File: config.mk
export PLATFORM = sky130hd
export DESIGN_NAME = vga_sync_gen
export DESIGN_NICKNAME = d
export VERILOG_FILES = /design/src/rtl/vga_sync_gen.sv
export SDC_FILE = /design/constraint.sdc
export NUM_CORES = 1
export LEC_CHECK = 0
export ABC_CLOCK_PERIOD_IN_PS = 5700
export CAP_MARGIN = 20
export CORE_MARGIN = 10
export CORE_UTILIZATION = 56
export CTS_CLUSTER_SIZE = 12
export DETAILED_ROUTE_END_ITERATION = 8
export DONT_BUFFER_PORTS = 1
export GPL_ROUTABILITY_DRIVEN = 0
export PLACE_DENSITY = 0.69
export SYNTH_ARGS = -nofsm -noshare
export SYNTH_HDL_FRONTEND = slang
export SYNTH_SLANG_ARGS = --single-unit
File: constraint.sdc
create_clock -name clk -period 5.7 [get_ports clk]
set_input_delay 0.57 -clock clk [delete_from_list [all_inputs] [get_ports clk]]
set_output_delay 0.57 -clock clk [all_outputs]
set_load 0.01 [all_outputs]
File: src/rtl/vga_sync_gen.sv
// vga_sync_gen: 640x480@60Hz VGA timing (pixel strobe, counters, syncs, visible flag) from the system clock
module vga_sync_gen #(
  parameter int CLK_DIV = 4,
  parameter int HD = 640,
  parameter int HF = 16,
  parameter int HR = 96,
  parameter int HB = 48,
  parameter int VD = 480,
  parameter int VF = 10,
  parameter int VR = 2,
  parameter int VB = 33
) (
  input  logic       clk,
  input  logic       reset,
  output logic       p_tick,
  output logic [9:0] pixel_x,
  output logic [9:0] pixel_y,
  output logic       video_on,
  output logic       hsync,
  output logic       vsync,
  output logic       frame_tick
);
  localparam int DW = $clog2(CLK_DIV);
  localparam logic [DW-1:0] DIV_LAST = DW'(CLK_DIV - 1);
  localparam logic [9:0] H_LAST = 10'(HD + HF + HR + HB - 1);
  localparam logic [9:0] V_LAST = 10'(VD + VF + VR + VB - 1);
  localparam logic [9:0] HS_LO = 10'(HD + HF);
  localparam logic [9:0] HS_HI = 10'(HD + HF + HR - 1);
  localparam logic [9:0] VS_LO = 10'(VD + VF);
  localparam logic [9:0] VS_HI = 10'(VD + VF + VR - 1);
  localparam logic [9:0] H_VIS = 10'(HD);
  localparam logic [9:0] V_VIS = 10'(VD);
  logic [DW-1:0] div_q, div_d;
  logic [9:0] h_q, h_d, v_q, v_d;
  logic hsync_q, hsync_d, vsync_q, vsync_d;
  logic h_end, v_end;
  always_comb begin
    p_tick = div_q == DIV_LAST;
    h_end = h_q == H_LAST;
    v_end = v_q == V_LAST;
    div_d = p_tick ? '0 : div_q + DW'(1);
    h_d = p_tick ? (h_end ? 10'd0 : h_q + 10'd1) : h_q;
    v_d = (p_tick && h_end) ? (v_end ? 10'd0 : v_q + 10'd1) : v_q;
    // syncs come from the next counter values so they line up with pixel_x/pixel_y
    hsync_d = !(h_d >= HS_LO && h_d <= HS_HI);
    vsync_d = !(v_d >= VS_LO && v_d <= VS_HI);
    pixel_x = h_q;
    pixel_y = v_q;
    video_on = h_q < H_VIS && v_q < V_VIS;
    hsync = hsync_q;
    vsync = vsync_q;
    frame_tick = p_tick && h_end && v_end;
  end
  always_ff @(posedge clk) begin
    if (reset) begin
      div_q <= '0;
      h_q <= '0;
      v_q <= '0;
      hsync_q <= 1'b1;
      vsync_q <= 1'b1;
    end else begin
      div_q <= div_d;
      h_q <= h_d;
      v_q <= v_d;
      hsync_q <= hsync_d;
      vsync_q <= vsync_d;
    end
  end
endmodule

After elaboration in Yosys (flattened, before gate mapping):

Index checks and enable logic that the tools add are counted.

* latch bits: 0
* output and inout bits: 25
* memories kept: 0
* ROM bits: 0
* bits of input ports: 2
* word-level logic and storage cells: 29
* register bits after elaboration: 24
* RAM bits: 0

* $lt $le $gt $ge: 6
* reduce and logical (&&, ||, !) cells: 8
* divide/modulo/power cells: 0
* eq/ne operators: 3
* bitwise gates (word level): 0
* multipliers: 0
* shifts and indexed selects: 0
* add/sub/neg operators: 3
* muxes and demuxes: 4

Operators by type and width (count)
* 2-to-1 mux 10 bit: 4
* adder 10 x 1 -> 10 bit (second input constant): 2
* == test 10 bit (second input constant): 2
* greater-or-equal comparator 10 bit (second input constant): 1
* greater-or-equal comparator 10 x 9 -> 1 bit (second input constant): 1
* less-or-equal comparator 10 bit (second input constant): 1
* less-or-equal comparator 10 x 9 -> 1 bit (second input constant): 1
* < comparator 10 bit (second input constant): 1
* < comparator 10 x 9 -> 1 bit (second input constant): 1
* logical AND 1 bit: 5
* adder 2 x 1 -> 2 bit (second input constant): 1
* == test 2 bit (second input constant): 1
* zero test 1 bit: 2
* OR reduction 2 bit: 1

Depth between registers and ports, before layout:

* word-level depth: 6
* mapped depth: 8
* depth with buffers taken out: 7

Least setup slack after synthesis:

OpenSTA, ideal clock, no wires.

* kind: register to register
* from: reg h_q[0], in the netlist pixel_x[0]
* to: reg vsync_q, in the netlist vsync
* required time: 5.566 ns
* stages on the path, launching flop included: 8
* buffers on the path: 1
* arrival time: 2.069 ns
* setup slack: 3.497 ns
* setup time: 0.134 ns
* period minus slack after synthesis: 2.203 ns
* cell sequence: dfxtp_1 -> ha_1 -> and3_1 -> and3_1 -> buf_6 -> a211o_1 -> a221o_1 -> or4b_1

* cells in the longest elaborated chain, start to end: 6
* elaborated cells between the ends (all ways): 7
* those cells by class: order compare: 2; eq/ne: 1; mux: 1; reduce/logical: 3

RTL lines
* start: declaration: RTL line 34 `logic [9:0] h_q, h_d, v_q, v_d;`
* start signal: assignment: RTL line 57 `h_q <= '0;`
* start signal: assignment: RTL line 63 `h_q <= h_d;`
* == test 10 bit *: RTL line 39 `h_end = h_q == H_LAST;`
* logical AND 1 bit *: RTL line 43 `v_d = (p_tick && h_end) ? (v_end ? 10'd0 : v_q + 10'd1) : v_q;`
* 2-to-1 mux 10 bit *: RTL line 43
* greater-or-equal comparator 10 x 9 -> 1 bit / less-or-equal comparator 10 x 9 -> 1 bit (equally long branches): RTL line 46 `vsync_d = !(v_d >= VS_LO && v_d <= VS_HI);`
* logical AND 1 bit *: RTL line 46
* zero test 1 bit *: RTL line 46
* end signal: assignment: RTL line 66 `vsync_q <= vsync_d;`
* end: declaration: RTL line 35 `logic hsync_q, hsync_d, vsync_q, vsync_d;`

Mark *: on every way between the ends. The rest lies on a longest branch, timed or not.
A chain may end at the register's enable or synchronous reset.

Final worst setup path:

* from: reg div_q[0]
* to: reg vsync_q, in the netlist vsync

* cells in the longest elaborated chain, start to end: 6
* elaborated cells between the ends (all ways): 7
* those cells by class: order compare: 2; eq/ne: 1; mux: 1; reduce/logical: 3

RTL lines
* start: declaration: RTL line 33 `logic [DW-1:0] div_q, div_d;`
* start signal: assignment: RTL line 62 `div_q <= div_d;`
* == test 2 bit *: RTL line 38 `p_tick = div_q == DIV_LAST;`
* via p_tick: RTL line 15 `output logic p_tick,`
* logical AND 1 bit *: RTL line 43
* 2-to-1 mux 10 bit *: RTL line 43
* greater-or-equal comparator 10 x 9 -> 1 bit / less-or-equal comparator 10 x 9 -> 1 bit (equally long branches): RTL line 46
* logical AND 1 bit *: RTL line 46
* zero test 1 bit *: RTL line 46

The timed path passes the listed nets; every way through them passes the cells marked *.

==> results.yml <==
synthesis:
  synth_fp_nets: 168
  synth_area_mm2: 0.00139
  synth_warnings: 0
  postSynthAreaPerCell_um2: 8.55
  ys.flop_type: "dfxtp_1"
  ys_seq_elements: 24
  synth_edf_count: 0
  ys_seq_area_frac: 0.347
  synthArstFlopShare: 0
  synthesis.instances: 162
  yosysUniqueCellTypes: 44
detailed_routing:
  drt_iter0_drc: 94
  via_count: 1169
  post_drt_wl_per_cell_um: 17.2
  drc_errors: 0
  postRouteAntennaNets: 0
  via_per_inst: 6.28
  dr.pass1.iters: 4
  routed_wl_mm: 3.21
cells_and_area:
  drive_above_1_share: 0.0570
  fillCellCount: 203
  nNetsFinal: 165
  fin_util: 0.626
  area.growth.synth_to_final_pct: 2.80
  num_antenna_cells: 0
critical_path:
  max_stage_delay_ns: 0.61
  cp.depth: 6
  rr_startpoint: "div_q[0]$_SDFF_PP0_"
  worstSetupPathType: "reg -> reg"
  startpoint_type: "register"
  crit_buf_inv: 0
  required_ns: 5.90
  cp_slowest_cell: "and3_1"
  cp-endpoint: "vsync$_SDFF_PP1_"
  r2r_slack_ns: 2.82
  cp_max_fo: 17
  rr_worst_depth: 6
  r2r_end: "vsync$_SDFF_PP1_"
  crit_path_end_kind: "register"
  cp.arrival_ns: 3.08
  critPathLaunch: "div_q[0]$_SDFF_PP0_"
  path_cells: "ha_1 > nor4b_4 > and3_1 > o211ai_1 > a221o_1 > or4b_1"
  path_delay_family: "simple AND/OR/NAND/NOR gates"
place:
  io_buffers: 0
  place_ws_ns: 2.87
  place_hpwl_mm: 2.34
sta:
  rsz0062_at_grt: "false"
  worst_slack_ns: 2.82
  post-route-period-util: 0.505
  tns_ns: 0
  clock_skew_ns: 0.00443
  tightest_slew_ns: 0.620
  period_minus_slack_ns: 2.88
  slew_violations: 0
  setup_viol: 0
  max_freq_ghz: 0.348
  max_slew_margin: 0.587
  timing.final.hold_violations: 0
outcome:
  outcome: "finished clean"
hold_path:
  min_from: "reset"
  hold_class: "in -> reg"
  hold_depth: 1
cts:
  clock_latency_ns: 0.31
  cts_made_buffers: 3
  post_cts_resized: 0
  clock-sinks: 24
  postCtsSetupRepairBufs: 0
  tritoncts: "yes"
  root_buffer: "clkbuf_4"
  cts_max_level: 1
  path_clk_slew_ns: 0.13
  hold_buffers: 0
  clock_path_buffers: 2
global_routing:
  grt_max_degree: 23
  grt_pass1_wl_mm: 5.44
  grt_use_total: 0.130
  grt_pass1_vias: 1127
  antenna_found_initial: 0
  gr-total-overflow: 0
pwr:
  powerDensity_mw_per_mm2: 211
  vdd_drop_max_v: 0.000132
  p_leak_nw: 0.466
floorplan:
  die_h_um: 69.7
  num_io_pins: 27
  core_area_mm2: 0.00228
  dieWidth_um: 69.7
  start_util: 0.609
  dieArea_mm2: 0.00486
  std_cell_rows: 17
flow_run:
  maxCapViolCount: 0
-- cell type report --
| cell class | count | area, um2 | share of cell area |
|---|---|---|---|
| Clock inverter | 1 | 30.0 | 0.0211 |
| Multi-Input combinational cell | 125 | 837 | 0.588 |
| Sequential cell | 24 | 480 | 0.337 |
| Inverter | 5 | 18.8 | 0.0132 |
| Tap cell | 28 | 35.0 | 0.0246 |
| Clock buffer | 3 | 22.5 | 0.0158 |
-- Yosys cell counts (3+ instances only) --
master	n	area [um2]
a21oi_1	7	35.0
and3_1	8	50.1
clkbuf_1	5	18.8
dfxtp_1	24	480
ha_1	4	50.1
inv_1	5	18.8
mux2i_1	3	30.0
nand2_1	11	41.3
nand3_1	7	35.0
nand4_1	4	25.0
nor2_1	13	48.8
nor3_1	16	80.1
o21ai_0	6	30.0
xnor2_1	8	70.1
xor2_1	5	43.8
-- routing by layer --
layer	part of all wire	vias to the layer above	track usage
met1	0.41	533	0.145
met4	0.013	0	0.0478
met2	0.46	48	0.212
met5	0	-	0
li1	-	582	-
met3	0.12	6	0.0613
-- cell usage in the layout, fill, tap and decap left out, types with 2 or more instances in the layout --
cell       n
dfxtp_1   24
xnor2_1    8
inv_1      5
nand3b_1   2
a21oi_1    7
o21a_1     2
nor3_1    16
nand2b_1   2
ha_1       4
and2_1     2
nand3_1    7
nand4_1    4
mux2i_1    3
nand2_1   11
a211oi_1   2
clkbuf_4   3
xor2_1     5
and3b_1    2
and3_1     8
o21ai_0    6
nor2_1    13
-- power by group --
group / internal (mW) / switching, mW / total (mW) / leakage, nW
sequential: 0.170 / 0.00195 / 0.172 / 0.194
clock: 0.0710 / 0.0493 / 0.120 / 0.0279
combinational: 0.00383 / 0.00363 / 0.00747 / 0.244
total: 0.245 / 0.0549 / 0.300 / 0.466
-- registers in the layout, indices dropped and copies added, names as in the netlist --
name / cells
pixel_y: 10
pixel_x: 10
div_q: 2
hsync: 1
vsync: 1
-- kinds of logic (layout without fill, tap and decap cells) --
group / after synthesis / count (layout) / share of synthesized area
and+or+nand+nor: 79 / 79 / 0.337
adders and majority gates: 4 / 4 / 0.0361
DFF: 24 / 24 / 0.347
buffers and inverters: 13 / 9 / 0.0488
xor gates and xnor gates: 13 / 13 / 0.0822
AOI/OAI and AO/OA: 26 / 26 / 0.127
muxes: 3 / 3 / 0.0217
-- worst min path at each step --
stage                            end
2_1_floorplan    div_q[0]$_SDFF_PP0_
5_1_grt        pixel_y[6]$_SDFF_PP0_
4_1_cts        pixel_x[6]$_SDFF_PP0_
6_report       pixel_y[6]$_SDFF_PP0_
3_5_place_dp     div_q[0]$_SDFF_PP0_
3_3_place_gp     div_q[0]$_SDFF_PP0_
-- per-stage QoR --
| step | cell area [um2] | std cells | hold slack (ns) | total power [mW] |
|---|---|---|---|---|
| floorplan | 1390 | 162 | 0.404 | 0.184 |
| global placement | 1370 | 182 | 0.407 | 0.183 |
| detailed placement | 1370 | 182 | 0.419 | 0.184 |
| CTS | 1420 | 186 | 0.299 | 0.304 |
| global route | 1420 | 186 | 0.282 | 0.313 |
| finish | 1420 | 186 | 0.312 | 0.300 |
Note: power is estimated with default switching activity, not from simulation.
